`config.mk`:
```
export PLATFORM = sky130hd
export DESIGN_NAME = msg_block_feeder
export DESIGN_NICKNAME = d
export VERILOG_FILES = /design/src/rtl/msg_block_feeder_pkg.sv /design/src/rtl/msg_block_buffer.sv /design/src/rtl/msg_block_feeder.sv
export SDC_FILE = /design/constraint.sdc
export NUM_CORES = 1
export LEC_CHECK = 0
export BUFFER_PORTS_ARGS = -buffer_cell sky130_fd_sc_hd__buf_2
export CAP_MARGIN = 20
export CORE_AREA = 2 2 244 246
export DETAILED_ROUTE_END_ITERATION = 12
export DIE_AREA = 0 0 246 248
export GPL_TIMING_DRIVEN = 0
export PLACE_DENSITY = 0.67
export SYNTH_ARGS = -nofsm -noshare
export SYNTH_HDL_FRONTEND = slang
export SYNTH_SLANG_ARGS = --single-unit
```
`constraint.sdc`:
```
create_clock -name Clk -period 8 [get_ports Clk]
set_clock_uncertainty 0.1 [all_clocks]
set_input_delay 1.6 -clock Clk [delete_from_list [all_inputs] [get_ports Clk]]
set_output_delay 1.6 -clock Clk [all_outputs]
set_load 0.01 [all_outputs]
```
`src/rtl/msg_block_feeder_pkg.sv`:
```
// msg_block_feeder_pkg
//   Shared constants, FSM state type and the last-word byte-mask helper for the
//   BLAKE3 message block feeder and its block buffer.
package msg_block_feeder_pkg;

   localparam int unsigned BLOCK_WORDS = 16;
   localparam int unsigned BLOCK_BYTES = 64;
   localparam int unsigned CHUNK_BYTES = 1024;

   typedef enum logic [2:0] {
      ST_IDLE      = 3'd0,
      ST_FILL      = 3'd1,
      ST_ISSUE     = 3'd2,
      ST_WAIT_ACK  = 3'd3,
      ST_WAIT_DONE = 3'd4
   } state_e;

   // Keeps the valid low-order bytes of the final message word. A remainder of
   // zero means the final word is completely filled.
   function automatic logic [31:0] last_word_mask(input logic [1:0] len_mod4);
      logic [31:0] mask;
      case (len_mod4)
         2'd0:    mask = 32'hFFFF_FFFF;
         2'd1:    mask = 32'h0000_00FF;
         2'd2:    mask = 32'h0000_FFFF;
         2'd3:    mask = 32'h00FF_FFFF;
         default: mask = 32'hFFFF_FFFF;
      endcase
      return mask;
   endfunction

endpackage

```
`src/rtl/msg_block_buffer.sv`:
```
// msg_block_buffer
//   16 x 32-bit block register feeding the hasher message bus directly.
//   Ports:
//     clk, rst     : clock, synchronous active-high reset
//     clr          : synchronous clear of all slots (wins over a write)
//     wr_en        : write wr_data & wr_mask into slot wr_idx
//     wr_idx       : destination slot
//     wr_data      : incoming message word
//     wr_mask      : byte mask applied to wr_data
//     blk_o        : registered block contents
module msg_block_buffer
   import msg_block_feeder_pkg::*;
(
   input  logic              clk,
   input  logic              rst,
   input  logic              clr,
   input  logic              wr_en,
   input  logic [3:0]        wr_idx,
   input  logic [31:0]       wr_data,
   input  logic [31:0]       wr_mask,
   output logic [15:0][31:0] blk_o
);

   logic [15:0][31:0] blk_q;
   logic [15:0][31:0] blk_d;

   // Next block contents: clear, masked single-slot write, or hold.
   always_comb begin
      blk_d = blk_q;
      if (clr) begin
         blk_d = '0;
      end else if (wr_en) begin
         blk_d[wr_idx] = wr_data & wr_mask;
      end else begin
         blk_d = blk_q;
      end
   end

   // Block register.
   always_ff @(posedge clk) begin
      if (rst) begin
         blk_q <= '0;
      end else begin
         blk_q <= blk_d;
      end
   end

   assign blk_o = blk_q;

endmodule

```
`src/rtl/msg_block_feeder.sv`:
```
// msg_block_feeder
//   Packs a little-endian 32-bit word stream into zero-padded 64-byte blocks
//   for the BLAKE3 chunk hasher, one chunk (<= MAX_BYTES) per Start_I.
//   Ports:
//     Clk, Rst        : clock, synchronous active-high reset
//     Start_I, Len_I  : message start pulse and byte length (sampled in IDLE)
//     Data_I, Data_vld_I, Data_rdy_O : word stream handshake
//     Update_O, Msg_O, Byte_num_O    : block issue to the hasher
//     Hasher_addr_I, Hasher_vld_I    : hasher progress and final-hash valid
//     Busy_O, Done_O, Err_O          : status
//   MAX_BYTES must not exceed CHUNK_BYTES: word/block counts are derived from
//   Len_I[10:0] only.
module msg_block_feeder
   import msg_block_feeder_pkg::*;
#(
   parameter logic [31:0] MAX_BYTES = 32'd1024
) (
   input  logic              Clk,
   input  logic              Rst,
   input  logic              Start_I,
   input  logic [31:0]       Len_I,
   input  logic [31:0]       Data_I,
   input  logic              Data_vld_I,
   output logic              Data_rdy_O,
   output logic              Update_O,
   output logic [15:0][31:0] Msg_O,
   output logic [31:0]       Byte_num_O,
   input  logic [9:0]        Hasher_addr_I,
   input  logic              Hasher_vld_I,
   output logic              Busy_O,
   output logic              Done_O,
   output logic              Err_O
);

   state_e      state_q, state_d;
   logic [31:0] len_q, len_d;
   logic [8:0]  words_q, words_d;
   logic [4:0]  blocks_q, blocks_d;
   logic [8:0]  word_cnt_q, word_cnt_d;
   logic [4:0]  blk_idx_q, blk_idx_d;
   logic [9:0]  addr_snap_q, addr_snap_d;
   logic        data_rdy_q, data_rdy_d;
   logic        update_q, update_d;
   logic        busy_q, busy_d;
   logic        done_q, done_d;
   logic        err_q, err_d;

   logic        xfer_s;
   logic        last_word_s;
   logic        block_full_s;
   logic [8:0]  len_words_s;
   logic [4:0]  len_blocks_s;
   logic        buf_clr_s;
   logic        buf_wr_s;
   logic [31:0] buf_mask_s;

   // ceil(Len/4) and ceil(Len/64) for Len <= 1024, without a wide adder.
   assign len_words_s  = Len_I[10:2] + {8'd0, |Len_I[1:0]};
   assign len_blocks_s = Len_I[10:6] + {4'd0, |Len_I[5:0]};

   assign xfer_s       = (state_q == ST_FILL) && Data_vld_I && data_rdy_q;
   assign last_word_s  = (word_cnt_q == (words_q - 9'd1));
   assign block_full_s = (word_cnt_q[3:0] == 4'(BLOCK_WORDS - 1));

   // FSM next state, counters, buffer control and next registered outputs.
   always_comb begin
      state_d     = state_q;
      len_d       = len_q;
      words_d     = words_q;
      blocks_d    = blocks_q;
      word_cnt_d  = word_cnt_q;
      blk_idx_d   = blk_idx_q;
      addr_snap_d = addr_snap_q;
      done_d      = 1'b0;
      err_d       = 1'b0;
      buf_clr_s   = 1'b0;
      buf_wr_s    = 1'b0;
      buf_mask_s  = 32'hFFFF_FFFF;

      case (state_q)
         ST_IDLE: begin
            if (Start_I) begin
               if (Len_I > MAX_BYTES) begin
                  err_d   = 1'b1;
                  state_d = ST_IDLE;
               end else begin
                  len_d      = Len_I;
                  words_d    = len_words_s;
                  // An empty message still hashes one all-zero block.
                  blocks_d   = (len_blocks_s == 5'd0) ? 5'd1 : len_blocks_s;
                  word_cnt_d = 9'd0;
                  blk_idx_d  = 5'd0;
                  buf_clr_s  = 1'b1;
                  state_d    = ST_FILL;
               end
            end else begin
               state_d = ST_IDLE;
            end
         end
         ST_FILL: begin
            if (xfer_s) begin
               buf_wr_s   = 1'b1;
               buf_mask_s = last_word_s ? last_word_mask(len_q[1:0]) : 32'hFFFF_FFFF;
               word_cnt_d = word_cnt_q + 9'd1;
               if (last_word_s || block_full_s) begin
                  state_d = ST_ISSUE;
               end else begin
                  state_d = ST_FILL;
               end
            end else if (word_cnt_q >= words_q) begin
               // Only reachable for Len = 0: nothing to collect.
               state_d = ST_ISSUE;
            end else begin
               state_d = ST_FILL;
            end
         end
         ST_ISSUE: begin
            addr_snap_d = Hasher_addr_I;
            if (blk_idx_q == (blocks_q - 5'd1)) begin
               state_d = ST_WAIT_DONE;
            end else begin
               state_d = ST_WAIT_ACK;
            end
         end
         ST_WAIT_ACK: begin
            // Any address movement means the hasher has consumed Msg_O.
            if (Hasher_addr_I != addr_snap_q) begin
               buf_clr_s = 1'b1;
               blk_idx_d = blk_idx_q + 5'd1;
               state_d   = ST_FILL;
            end else begin
               state_d = ST_WAIT_ACK;
            end
         end
         ST_WAIT_DONE: begin
            if (Hasher_vld_I) begin
               done_d  = 1'b1;
               state_d = ST_IDLE;
            end else begin
               state_d = ST_WAIT_DONE;
            end
         end
         default: begin
            state_d = ST_IDLE;
         end
      endcase

      // Outputs are registered from the next state so they line up with it.
      update_d   = (state_d == ST_ISSUE);
      busy_d     = (state_d != ST_IDLE);
      data_rdy_d = (state_d == ST_FILL) && (word_cnt_d < words_d);
   end

   // FSM state, counters and registered outputs.
   always_ff @(posedge Clk) begin
      if (Rst) begin
         state_q     <= ST_IDLE;
         len_q       <= 32'd0;
         words_q     <= 9'd0;
         blocks_q    <= 5'd0;
         word_cnt_q  <= 9'd0;
         blk_idx_q   <= 5'd0;
         addr_snap_q <= 10'd0;
         data_rdy_q  <= 1'b0;
         update_q    <= 1'b0;
         busy_q      <= 1'b0;
         done_q      <= 1'b0;
         err_q       <= 1'b0;
      end else begin
         state_q     <= state_d;
         len_q       <= len_d;
         words_q     <= words_d;
         blocks_q    <= blocks_d;
         word_cnt_q  <= word_cnt_d;
         blk_idx_q   <= blk_idx_d;
         addr_snap_q <= addr_snap_d;
         data_rdy_q  <= data_rdy_d;
         update_q    <= update_d;
         busy_q      <= busy_d;
         done_q      <= done_d;
         err_q       <= err_d;
      end
   end

   msg_block_buffer u_buf (
      .clk     (Clk),
      .rst     (Rst),
      .clr     (buf_clr_s),
      .wr_en   (buf_wr_s),
      .wr_idx  (word_cnt_q[3:0]),
      .wr_data (Data_I),
      .wr_mask (buf_mask_s),
      .blk_o   (Msg_O)
   );

   assign Data_rdy_O = data_rdy_q;
   assign Update_O   = update_q;
   assign Byte_num_O = len_q;
   assign Busy_O     = busy_q;
   assign Done_O     = done_q;
   assign Err_O      = err_q;

endmodule

```
==> impl_results.md <==
* Post-route design area at 28900 um^2
* Area occupied by multi-input gates at 9560 um^2
* Drt first pass iters at 7
* Synth top cells by count: 1070 x nand2_1, 590 x dfxtp_1, 527 x a21oi_1
* Reg2Reg Depth at 16
* Fmax at 202 MHz
* Total Wirelength at 91700 um
* Vias in the first global route at 20276
* WL per Instance at 21.2 um
* Required time of the critical path at 8390 ps
* Sequential cell area at 11800 um^2
* Worst-Margin Slew at 1090 ps
* Status: completed
* Max cap viols at 0
* Die H at 248 um
* Worst hold path class: reg -> reg
* Worst-Skew Late Latency at 610 ps
* Die width at 246 um
* Post-synth top area share at 0.522
* DP Area at 26700 um^2
* TritonCTS clock tree: yes
* IO Pins at 628
* Post-cts sizing count at 0
* Post-route ant nets at 0
* Avg Vias per Cell at 5.03
* Hold Path End: u_buf.blk_o[510]
* Final count of negative-setup-slack endpoints at 0
* Starting Density at 0.387
* # clock sinks at 590
* DR vias at 21780
* Inst Count DP at 4217
* Post-synth top area cell: dfxtp_1
* Final HPWL DP at 69900 um
* Max-slew headroom at 0.273
* CTS Hold Bufs at 0
* Largest net degree at the start of global routing at 16
* Core box area at 58500 um^2
* Initial antenna violation count at 3
* RSZ-0062 raised after global routing: no
* Synth async-reset ratio at 0
* CP max FO at 10
* Post-synth EDFFs at 0
* Die area at 61000 um^2
* Leakage at 11.9 nW
* Reg2reg start: state_q[2]
* Mapped Area at 22600 um^2
* Hold path startpoint: u_buf.blk_o[510]
* PD cells at 217 nW/um^2
* Post-CTS Setup Inserts at 0
* Starting DRC count in detailed routing at 1316
* Synth warn at 0
* Filler cell count at 5775
* DR DRC count at 0
* #FFs+latches synth at 590
* Syn Inst Count at 2827
* CTS clk-pin slew, worst paths at 60 ps
* GRT Total Usage at 0.289
* Non-filler instance count after layout at 4334
* Worst path arrival time at 5350 ps
* Fin crit share at 0.620
* IO buf count at 617
* WHS Path Cells at 2
* Final #Nets at 3621
* Global route overflow at 0
* Setup CP Type: in -> reg
* Final Hold Vio Count at 0
* Post-synthesis net count at 2936
* Total negative setup slack at 0 ps
* Max Slew Vio Count at 0
* Sequential area share after synthesis at 0.522
* TritonCTS buffer count at 66
* Fin Hold WS at 350 ps
* Mean area per synthesized cell at 8.01 um^2
* FP Rows at 89
* First-pass GRT wire length at 131000 um
* Maximum VDD drop at 171 uV
* Fin crit period at 4960 ps
* Synth unique cells at 61
* Final Wtd Congestion at 0.885
* CP Capture Type: register
* CP Launch Type: primary input
* Root buf cell: clkbuf_16
* Area Overhead vs Synth at 27.6%
* CTS Buffer Depth at 3
* H-tree Lvls at 3
* R2r endpoint: Data_rdy_O
* R2R Setup Slk at 3510 ps
* Top_reg_cell synth: dfxtp_1
* Top post-synthesis cells by area: dfxtp_1 52%, nand2_1 18%, a21oi_1 12%, clkbuf_1 2.4%, a31oi_4 2.0%
* Share of post-route cells with drive strength above 1 at 0.237
* Count leader, synth: nand2_1
## cell usage in the layout (no fill, tap or decap), drive strengths merged, types with 2 or more instances in the layout
| cell type | instances |
|---|---|
| a21oi | 527 |
| o22ai | 2 |
| or3 | 2 |
| nand3b | 6 |
| nor2b | 7 |
| o21ai | 16 |
| a311oi | 2 |
| nor3 | 11 |
| or3b | 2 |
| nand4 | 8 |
| nor3b | 6 |
| clkinv | 9 |
| clkinvlp | 7 |
| nor2 | 66 |
| nand2 | 1070 |
| and3 | 5 |
| inv | 49 |
| ha | 30 |
| nor4 | 6 |
| o2111ai | 2 |
| nand2b | 8 |
| buf | 710 |
| a21o | 4 |
| nand3 | 16 |
| mux2i | 24 |
| clkbuf | 234 |
| dfxtp | 590 |
| a2111oi | 2 |
| and2 | 39 |
| a31oi | 28 |
| xnor2 | 18 |
| nand4bb | 2 |
| xor2 | 22 |
| and4 | 2 |
| bufinv | 5 |
| a211oi | 7 |
## stage by stage
| stage | power [mW] | setup WS (ps) | util |
|---|---|---|---|
| 2_1_floorplan | 3.11 | 3330 | - |
| 3_3_place_gp | 3.21 | 2370 | 0.457 |
| 3_5_place_dp | 3.21 | 2460 | 0.457 |
| 4_1_cts | 6.31 | 3090 | 0.494 |
| 5_1_grt | 6.43 | 2740 | 0.494 |
| 6_report | 6.26 | 3040 | 0.494 |
## worst max-delay path, cell delays in order
cell and delay, ps:
buf_2 150, nor4_1 300, nand4_1 210, a2111oi_2 530, buf_2 310, buf_4 210
buf_2 290, nand2_1 120, o21ai_0 150, ha_1 300, a21o_1 160, a21o_1 170
a21oi_1 120, o21ai_0 80, a31oi_1 200, nand3_1 100, nor4bb_1 330
## power breakdown
group,internal (mW),switching [mW]
sequential,2.94,0.0000672
combinational,0.0490,0.162
clock,1.82,1.30
## final cells by class
| type | instances | area share |
|---|---|---|
| Multi-Input combinational cell | 1956 | 0.331 |
| Tap cell | 773 | 0.0335 |
| Inverter | 43 | 0.00559 |
| Clock buffer | 89 | 0.0647 |
| Antenna cell | 1 | 0.0000866 |
| Timing Repair Buffer | 617 | 0.107 |
| Buffer | 238 | 0.0381 |
| Clock inverter | 27 | 0.0114 |
| Sequential cell | 590 | 0.409 |
## per-layer routing
| metal | track usage | vias up | routed length [um] |
|---|---|---|---|
| li1 | - | 10537 | - |
| met1 | 0.341 | 10206 | 36400 |
| met2 | 0.505 | 866 | 45200 |
| met3 | 0.0694 | 171 | 7240 |
| met4 | 0.110 | 0 | 2860 |
| met5 | 0 | - | 0 |
## kinds of logic after synthesis
group                    after synthesis  share of synthesized area
multiplexers                          25                     0.0111
XOR/XNOR                              40                     0.0155
AO/OA/AOI/OAI                        600                      0.154
flip-flops                           590                      0.522
AND/OR/NAND/NOR                     1261                      0.225
adder cells (fa/ha/maj)               30                     0.0166
buffers and inverters                281                     0.0558
## worst max-delay path by stage
stage	slack, ps	end	cells after the start	startpoint
2_1_floorplan	3330	Data_rdy_O	17	Len_I[8]
3_3_place_gp	2370	Data_rdy_O	17	Len_I[6]
3_5_place_dp	2460	Data_rdy_O	17	Len_I[6]
4_1_cts	3090	Data_rdy_O	17	Len_I[6]
5_1_grt	2740	Data_rdy_O	17	Len_I[6]
6_report	3040	Data_rdy_O	17	Len_I[6]
## sequential cells by signal, summed over array words and instances, names as in the netlist
register / cells
u_buf.blk_o: 512
Byte_num_O: 32
addr_snap_q: 10
word_cnt_q: 9
words_q: 9
blk_idx_q: 5
blocks_q: 5
state_q: 3
Busy_O: 1
Data_rdy_O: 1
Done_O: 1
Err_O: 1
Update_O: 1
Power figures use the tool's default switching activity.
